<file path="config.mk">
export PLATFORM = sky130hd
export DESIGN_NAME = pipe_judge
export DESIGN_NICKNAME = d
export VERILOG_FILES = /design/src/rtl/flappy_pkg.sv /design/src/rtl/gap_check.sv /design/src/rtl/pipe_judge.sv
export SDC_FILE = /design/constraint.sdc
export NUM_CORES = 1
export LEC_CHECK = 0
export CAP_MARGIN = 0
export CORE_ASPECT_RATIO = 1.25
export CORE_MARGIN = 10
export CORE_UTILIZATION = 45
export CTS_CLUSTER_SIZE = 10
export DETAILED_ROUTE_END_ITERATION = 16
export PLACE_DENSITY = 0.78
export SLEW_MARGIN = 40
export SYNTH_ARGS = -nofsm -noshare
export SYNTH_HDL_FRONTEND = slang
export SYNTH_SLANG_ARGS = --single-unit
</file>
<file path="constraint.sdc">
create_clock -name clock -period 3.13 [get_ports clock]
set_clock_uncertainty 0.2 [all_clocks]
set_input_delay 0.626 -clock clock [delete_from_list [all_inputs] [get_ports clock]]
set_output_delay 0.626 -clock clock [all_outputs]
set_load 0.01 [all_outputs]
</file>
<file path="src/rtl/flappy_pkg.sv">
// Shared types, default geometry and helpers for the Flappy scoring datapath.
package flappy_pkg;

  typedef enum logic [1:0] {IDLE, PLAY, OVER} judge_state_t;

  localparam int ROW_W    = 4;
  localparam int COL_W    = 4;
  localparam int GAP_W    = 3;
  localparam int BIRD_COL = 8;

  // Supports up to 32 channels; the result never exceeds 32.
  function automatic logic [5:0] popcount(input logic [31:0] v);
    logic [5:0] n;
    n = '0;
    for (int i = 0; i < 32; i++) begin
      n = n + {5'b0, v[i]};
    end
    return n;
  endfunction

endpackage

</file>
<file path="src/rtl/gap_check.sv">
// Combinational test of whether the bird row lies inside one pipe's open gap.
module gap_check #(
  parameter int ROW_W = 4,
  parameter int GAP_W = 3
) (
  input  logic [ROW_W-1:0] bird_pos,
  input  logic [ROW_W-1:0] gap_base,
  input  logic [GAP_W-1:0] gap_size,
  output logic             clear
);

  // One extra bit so gap_base + gap_size cannot wrap at the top of the frame.
  localparam int SUM_W = ((ROW_W > GAP_W) ? ROW_W : GAP_W) + 1;

  logic [SUM_W-1:0] bird_ext;
  logic [SUM_W-1:0] base_ext;
  logic [SUM_W-1:0] top_ext;

  assign bird_ext = SUM_W'(bird_pos);
  assign base_ext = SUM_W'(gap_base);
  assign top_ext  = base_ext + SUM_W'(gap_size);

  // An empty gap fails naturally: no row satisfies base <= bird < base.
  assign clear = (bird_ext >= base_ext) && (bird_ext < top_ext);

endmodule

</file>
<file path="src/rtl/pipe_judge.sv">
// Scoring/collision judge: play/over FSM, once-per-pipe judgement, saturating score.
// Optional best-score register enabled by defining PIPE_JUDGE_BEST_SCORE_EN.
module pipe_judge
  import flappy_pkg::*;
#(
  parameter int NUM_PIPES = 2,
  parameter int ROW_W     = flappy_pkg::ROW_W,
  parameter int GAP_W     = flappy_pkg::GAP_W,
  parameter int COL_W     = flappy_pkg::COL_W,
  parameter int BIRD_COL  = flappy_pkg::BIRD_COL,
  parameter int SCORE_W   = 8
) (
  input  logic                                                  clock,
  input  logic                                                  reset,
  input  logic                                                  start,
  input  logic [ROW_W-1:0]                                      bird_pos,
  input  logic                                                  OFB,
  input  logic [NUM_PIPES*COL_W-1:0]                            pipe_col,
  input  logic [NUM_PIPES*ROW_W-1:0]                            gap_base,
  input  logic [NUM_PIPES*GAP_W-1:0]                            gap_size,
  output logic                                                  increment,
  output logic                                                  game_over,
  output logic [SCORE_W-1:0]                                    score,
  output logic [((NUM_PIPES > 1) ? $clog2(NUM_PIPES) : 1)-1:0]  hit_pipe,
  output logic [SCORE_W-1:0]                                    best_score
);

  localparam int HIT_W = (NUM_PIPES > 1) ? $clog2(NUM_PIPES) : 1;

  judge_state_t state;
  judge_state_t state_next;

  logic                 start_prev;
  logic [NUM_PIPES-1:0] at_col;
  logic [NUM_PIPES-1:0] clear_vec;
  logic [NUM_PIPES-1:0] due;
  logic [NUM_PIPES-1:0] judged;
  logic [NUM_PIPES-1:0] judged_next;
  logic                 judge_en;
  logic                 any_due;
  logic                 any_fail;
  logic                 pass_all;
  logic [HIT_W-1:0]     fail_idx;
  logic [5:0]           clear_cnt;
  logic [SCORE_W+6:0]   score_wide;
  logic [SCORE_W-1:0]   score_sat;

  genvar gi;
  generate
    for (gi = 0; gi < NUM_PIPES; gi++) begin : g_pipe
      assign at_col[gi] = (pipe_col[gi*COL_W +: COL_W] == COL_W'(BIRD_COL));
      assign due[gi]    = at_col[gi] && !judged[gi];

      gap_check #(
        .ROW_W(ROW_W),
        .GAP_W(GAP_W)
      ) u_gap_check (
        .bird_pos(bird_pos),
        .gap_base(gap_base[gi*ROW_W +: ROW_W]),
        .gap_size(gap_size[gi*GAP_W +: GAP_W]),
        .clear   (clear_vec[gi])
      );
    end
  endgenerate

  // Out-of-bounds outranks any pipe judgement in the same cycle.
  assign judge_en = (state == PLAY) && !OFB;
  assign any_due  = |due;
  assign any_fail = |(due & ~clear_vec);
  assign pass_all = judge_en && any_due && !any_fail;

  // A pipe stays judged for as long as it sits in the bird column.
  assign judged_next = at_col & (judged | (due & {NUM_PIPES{judge_en}}));

  always_comb begin
    fail_idx = '0;
    for (int i = NUM_PIPES - 1; i >= 0; i--) begin
      if (due[i] && !clear_vec[i]) begin
        fail_idx = HIT_W'(i);
      end
    end
  end

  assign clear_cnt  = popcount(32'(due));
  assign score_wide = {7'b0, score} + {{(SCORE_W+1){1'b0}}, clear_cnt};
  assign score_sat  = (score_wide > {7'b0, {SCORE_W{1'b1}}}) ? {SCORE_W{1'b1}}
                                                             : score_wide[SCORE_W-1:0];

  always_comb begin
    state_next = state;
    case (state)
      IDLE:    if (start) state_next = PLAY;
      PLAY:    if (OFB || any_fail) state_next = OVER;
      OVER:    if (start && !start_prev) state_next = IDLE;
      default: state_next = IDLE;
    endcase
  end

  always_ff @(posedge clock or posedge reset) begin
    if (reset) begin
      state <= IDLE;
    end else begin
      state <= state_next;
    end
  end

  always_ff @(posedge clock or posedge reset) begin
    if (reset) begin
      start_prev <= 1'b0;
      increment  <= 1'b0;
      score      <= '0;
      hit_pipe   <= '0;
      judged     <= '0;
    end else begin
      start_prev <= start;
      increment  <= pass_all;
      judged     <= judged_next;
      if (state == IDLE && start) begin
        score <= '0;
      end else if (pass_all) begin
        score <= score_sat;
      end
      if (judge_en && any_fail) begin
        hit_pipe <= fail_idx;
      end
    end
  end

  assign game_over = (state == OVER);

`ifdef PIPE_JUDGE_BEST_SCORE_EN
  logic [SCORE_W-1:0] best_reg;

  // Games end only on a fail or OFB, neither of which scores, so score is final here.
  always_ff @(posedge clock or posedge reset) begin
    if (reset) begin
      best_reg <= '0;
    end else if (state == PLAY && state_next == OVER && score > best_reg) begin
      best_reg <= score;
    end
  end

  assign best_score = best_reg;
`else
  assign best_score = '0;
`endif

endmodule

</file>
# --- Yosys cells after proc, flatten, opt, wreduce, memory -nomap -nowiden ---
# Index checks and enable logic that the tools add are counted.
# Widths: inputs -> output; s select.
classes:
  add_sub_neg: 4
  n_lt_le_gt_ge: 5
  eq_ne: 7
  n_mux: 9
  bitwise_logic: 5
  n_reduce_logical: 25
op_table:
  columns: ["cell", "count"]
  rows:
  - ["$mux 8", 3]
  - ["$logic_and 1x1->1", 12]
  - ["$add 4x3->5", 2]
  - ["$lt 4x5->1", 2]
  - ["$add 8x2->9", 1]
  - ["$gt 9x8->1 const B", 1]
  - ["$eq 4x4->1 const B", 2]
  - ["$ge 4x4->1", 2]
  - ["$logic_not 1->1", 7]
  - ["$and 2x2->2", 3]
  - ["$mux 2", 3]
  - ["$pmux 2 s3", 1]
  - ["$ne 2x1->1 const B", 2]
  - ["$reduce_or 2->1", 2]
  - ["$reduce_and 3->1", 1]
  - ["$add 1x1->2", 1]
  - ["$eq 2x1->1 const B", 1]
  - ["$eq 2x2->1 const B", 1]
  - ["$logic_not 2->1", 1]
  - ["$mux 1", 2]
  - ["$ne 2x2->1 const B", 1]
  - ["$not 2->2", 1]
  - ["$or 2x2->2", 1]
  - ["$reduce_bool 2->1", 1]
  - ["$logic_or 1x1->1", 1]
word_totals:
  ff_bits: 15
  inputBits: 30
  output_inout_bits: 19
  wordCells: 61

# --- Longest topological paths before layout ---
logic_depth:
  ltp_word: 10
  depth_mapped: 12
  mapped_depth_nobuf: 11

# --- Modules after synthesis ---
# Synthesis repeated with hierarchy kept, for this count alone.
hier_totals:
  cells_unflattened: 161
  area_unflattened_um2: 1472.7
by_module_without_submodules:
  columns: ["mod", "instances", "cells_per_inst", "area_per_inst_um2", "seq_area_each_um2"]
  rows:
  - ["pipe_judge", 1, 97, 949.7, 375.4]
  - ["gap_check", 2, 32, 261.5, 0.0]

# --- Worst setup path before layout ---
# No wires, ideal clock.
synth_timing:
  path_type: "input to register"
  from: "input gap_base[4]"
  to: "register score[7]"
  setup_ps: 120
  t_arrival_ps: 2910
  required_ps: 2810
  setup_slack_ps: -100
  path_stages: 9
  path_buffers: 0
  path_cell_list: "ha_1 -> fa_1 -> inv_1 -> ha_1 -> a2111oi_4 -> or3b_1 -> o2111ai_2 -> or4_1 -> o211a_1"
synth_via:
  elab_chain_len: 9
  word_cells_on_any_way: 10
  classes_between: "1 x add/sub; 2 x order compare; 2 x bitwise; 5 x reduce/logical"
synth_rtl:
  columns: ["element", "line_no", "source"]
  rows:
  - ["start, declared", "pipe_judge.sv:19", "input logic [NUM_PIPES*ROW_W-1:0] gap_base,"]
  - ["$add 4x3->5", "gap_check.sv:21", "assign top_ext = base_ext + SUM_W'(gap_size);"]
  - ["$lt 4x5->1", "gap_check.sv:24", "assign clear = (bird_ext >= base_ext) && (bird_ext < top_ext);"]
  - ["$logic_and 1x1->1 (*)", "gap_check.sv:24", null]
  - ["$not 2->2 (*)", "pipe_judge.sv:69", "assign any_fail = |(due & ~clear_vec);"]
  - ["$and 2x2->2 (*)", "pipe_judge.sv:69", null]
  - ["$reduce_or 2->1 (*)", "pipe_judge.sv:69", null]
  - ["$logic_not 1->1 (*)", "pipe_judge.sv:70", "assign pass_all = judge_en && any_due && !any_fail;"]
  - ["$logic_and 1x1->1 (*)", "pipe_judge.sv:70", null]
  - ["$reduce_bool 2->1 (no line) (*)", null, null]
  - ["end signal, assigned", "pipe_judge.sv:121", "score <= score_sat;"]
  - ["end, declared", "pipe_judge.sv:23", "output logic [SCORE_W-1:0] score,"]
# Mark *: on every way between the ends. The rest lies on a longest branch, timed or not.
# A chain may end at the register's enable or synchronous reset.

# --- Worst setup path after layout ---
layout_timing:
  from: "input gap_size[4]"
  to: "register score[7]"
layout_via:
  elab_chain_len: 9
layout_rtl:
  columns: ["element", "line_no", "source"]
  rows:
  - ["start, declared", "pipe_judge.sv:20", "input logic [NUM_PIPES*GAP_W-1:0] gap_size,"]
  - ["$add 4x3->5", "gap_check.sv:21", null]
  - ["$lt 4x5->1", "gap_check.sv:24", null]
  - ["$logic_and 1x1->1", "gap_check.sv:24", null]
  - ["$not 2->2", "pipe_judge.sv:69", null]
  - ["$and 2x2->2", "pipe_judge.sv:69", null]
  - ["$reduce_or 2->1", "pipe_judge.sv:69", null]
  - ["$logic_not 1->1", "pipe_judge.sv:70", null]
  - ["$logic_and 1x1->1", "pipe_judge.sv:70", null]
  - ["$reduce_bool 2->1 (no line)", null, null]
# Every way passes these cells.

==> flow_summary.ini <==
[clocking]
max-clock-path-buffers = 2
worst_setup_hold_path_clk_slew_ns = 0.06
clkLatencyLatePin_ns = 0.26
clock_tree_from_tritoncts = yes
cts-htree-levels = 1
clock-root-buffer = sky130_fd_sc_hd__clkbuf_8
numCtsBuffers = 3
cts_sinks = 15

[job]
count_of_max_cap_constraint_violations = 0

[logic_synthesis]
number_of_standard_cells_after_synthesis = 156
synth_enable_flop_cells = 0
top_flip_flop_cell_by_instance_count_after_synthesis = sky130_fd_sc_hd__dfrtp_1
postSynthAreaPerCell_um2 = 9.73
synthDistinctLibCells = 55
ys.warnings.count = 0
total_of_flip_flops_plus_latches_after_synthesis = 15
synth_seq_area_share_pct = 24.7
postSynth.asyncResetShare_pct = 100
netlist_area_um2 = 1520

[min_path]
hold_path.class = register to register
timing.hold.worst.start = judged[1]

[routing]
detail-route-antenna-nets = 0
avgRoutedWirePerCell_um = 17.2
drc_errors = 0
postRouteWirelength_um = 4380
firstDrtPassIters = 4
drt-initial-drc-count = 75
detailroute.via_count = 1378
post_drt_via_cell_ratio = 5.43

[sta]
period_share_pct = 99.5
count_of_final_hold_check_violations = 0
grt_setup_unrepaired = true
final_max_slew_viol_count = 0
timing.final.setup_violations = 0
clock_period_minus_worst_slack_ns = 3.11
timing.slew.headroom_pct = 60.6
setup_slack_ns = 0.0172
max_freq_ghz = 0.321
setup-tns-final_ns = 0
worst_margin_slew_ns = 0.590

[placed_design]
total_placed_cells_including_tap_cells = 248
detailedPlacementHpwl_um = 3540
pre_cts_slack_ns = -0.661
globalplace.congestion = 0.937
port_buffers = 40

[floorplan]
floorplan.rows = 23
io-pin-count = 49
die_outline_width_um = 71.9
start_util_pct = 47.1
design.core.area_um2 = 3220
floorplan.die.height_um = 84.9
floorplan.die_area_um2 = 6110

[power]
switching_share_pct = 34.3
pwr-share-comb_pct = 44.4
pwr_dens_nw_per_um2 = 312
power_switching_uw = 241
leakagePower_nw = 1.03
pwr-share-seq_pct = 32.7
power_frac_clock_pct = 22.9
p_int_uw = 463
peakVddDrop_uv = 294

[worst_setup_path]
crit_required_ns = 3.08
critical_path.reg2reg.startpoint = judged[0]
critPathLaunchType = input port
worstPathMaxFanout = 7
timing.critical_path.from = gap_size[4]
crit_path_end_kind = register
worst-setup-path-type = input port to register
crit_arrival_ns = 3.06

[global_route]
first_global_vias = 1507
gr-total-overflow = 0
grt_pass1_wl_um = 7240
antenna_found_initial = 0
largest_net_degree_at_the_start_of_global_routing = 16
grt_use_total_pct = 14.4

[finish]
drive_above_1_share_pct = 29.5
area_growth_pct = 48.6
nets = 272
antennaDiodeCount = 0
finalNonFillerCells = 254

[outcome]
outcome = finished clean
==> logic make-up after synthesis <==
family	Yosys count	share of synthesized area, %
compound gates	38	21.4
flops	15	24.7
mux	2	1.32
simple gates	43	19.1
fa+ha+maj	24	20.8
other cells	1	0.247
buf+inv	28	9.48
xor+xnor	5	2.89
==> state kept, by name, indices dropped and copies added, names as in the netlist <==
| register | flops |
|---|---|
| score | 8 |
| judged | 2 |
| state | 2 |
| hit_pipe | 1 |
| increment | 1 |
| start_prev | 1 |
==> final cells by class <==
cell class | instances | area [µm²]
multi-input combinational | 120 | 1190
inverter | 17 | 63.8
tap | 37 | 46.3
timing repair buffer | 61 | 537
clock inverter | 1 | 5.00
sequential | 15 | 375
fill | 254 | 967
clock buffer | 3 | 41.3
==> worst paths after layout <==
kind	slack [ns]	endpoint	depth (start not counted)
hold / removal	0.29	judged[1]	1
max in group asynchronous	1.81	increment	2
setup reg to reg	0.58	score[3]	12
hold reg to reg	0.29	judged[1]	1
setup / recovery	0.02	score[7]	12
min in group asynchronous	0.53	judged[1]	2
==> per-stage QoR <==
stage | cell area, µm² | power (mW) | utilization, % | hold WS [ns]
finish | 2260 | 0.704 | 70.0 | 0.294
CTS | 2200 | 0.701 | 68.3 | 0.306
detailed placement | 2070 | 0.517 | 64.4 | 0.285
global route | 2260 | 0.757 | 70.0 | 0.319
floorplan | 1570 | 0.405 | - | 0.250
global placement | 2070 | 0.500 | 64.4 | 0.262
==> cells in the final DEF, fill, tap and decap left out, types with 2 or more instances in the layout <==
| cell type | instances |
|---|---|
| sky130_fd_sc_hd__o31a_1 | 3 |
| sky130_fd_sc_hd__or4_1 | 2 |
| sky130_fd_sc_hd__o21a_1 | 6 |
| sky130_fd_sc_hd__and2_1 | 2 |
| sky130_fd_sc_hd__a211oi_1 | 2 |
| sky130_fd_sc_hd__dlygate4sd2_1 | 7 |
| sky130_fd_sc_hd__mux2i_1 | 2 |
| sky130_fd_sc_hd__nor3_1 | 4 |
| sky130_fd_sc_hd__clkbuf_8 | 3 |
| sky130_fd_sc_hd__nor2_4 | 2 |
| sky130_fd_sc_hd__buf_6 | 2 |
| sky130_fd_sc_hd__nand2b_1 | 3 |
| sky130_fd_sc_hd__a21oi_1 | 4 |
| sky130_fd_sc_hd__o21ai_0 | 3 |
| sky130_fd_sc_hd__nor2b_1 | 3 |
| sky130_fd_sc_hd__xnor2_2 | 2 |
| sky130_fd_sc_hd__nand2_1 | 8 |
| sky130_fd_sc_hd__ha_1 | 15 |
| sky130_fd_sc_hd__a21o_1 | 2 |
| sky130_fd_sc_hd__buf_4 | 20 |
| sky130_fd_sc_hd__buf_2 | 4 |
| sky130_fd_sc_hd__inv_1 | 16 |
| sky130_fd_sc_hd__clkdlybuf4s50_1 | 25 |
| sky130_fd_sc_hd__ha_4 | 6 |
| sky130_fd_sc_hd__dfrtp_1 | 15 |
| sky130_fd_sc_hd__nand4_1 | 3 |
| sky130_fd_sc_hd__xnor2_1 | 2 |
| sky130_fd_sc_hd__conb_1 | 8 |
| sky130_fd_sc_hd__o211a_1 | 3 |
==> power by group through the flow <==
stage / registers, mW / clock network, mW / logic, mW
floorplan: 0.233 / 0 / 0.172
global placement: 0.230 / 0 / 0.270
detailed placement: 0.233 / 0 / 0.284
CTS: 0.229 / 0.166 / 0.306
global route: 0.232 / 0.179 / 0.345
finish: 0.231 / 0.161 / 0.312
==> critical path: stages <==
cell and delay, ns:
sky130_fd_sc_hd__buf_2 0.13, sky130_fd_sc_hd__ha_4 0.23, sky130_fd_sc_hd__a21o_1 0.20, sky130_fd_sc_hd__a21oi_4 0.18, sky130_fd_sc_hd__xnor2_2 0.13, sky130_fd_sc_hd__ha_1 0.25
sky130_fd_sc_hd__o21a_1 0.11, sky130_fd_sc_hd__o22ai_1 0.16, sky130_fd_sc_hd__or3b_4 0.17, sky130_fd_sc_hd__o2111ai_4 0.16, sky130_fd_sc_hd__or4_1 0.50, sky130_fd_sc_hd__o211a_1 0.22
==> cell usage after synthesis (all sizes together), types with 3 or more instances <==
cell type,number,share of area (%)
nand2b,4,2.1
dfrtp,15,25
buf,10,5.0
nand4,3,1.2
nand2,8,2.0
nor2b,3,1.2
nor2,4,1.6
nor3,5,2.0
o21ai,5,1.9
inv,17,4.2
a21oi,6,2.0
o31a,3,1.7
and2,3,1.4
o211a,3,2.0
o21a,6,3.0
xnor2,4,2.3
ha,22,18
==> what timing repair did <==
| action | 4_1_cts | 5_1_grt |
|---|---|---|
| hold buffers | 0 | 0 |
| resized for setup | 46 | 15 |
| pin swaps | 20 | 16 |
| setup endpoints to repair | 11 | 9 |
| setup buffers | 1 | 1 |
==> metal layers <==
metal,global-route usage (%),part of all wire [%]
met1,14.3,37
met5,0,0
met3,4.78,7.3
met2,27.1,54
met4,4.59,1.8
No activity file was read; power rests on OpenSTA's default activity.
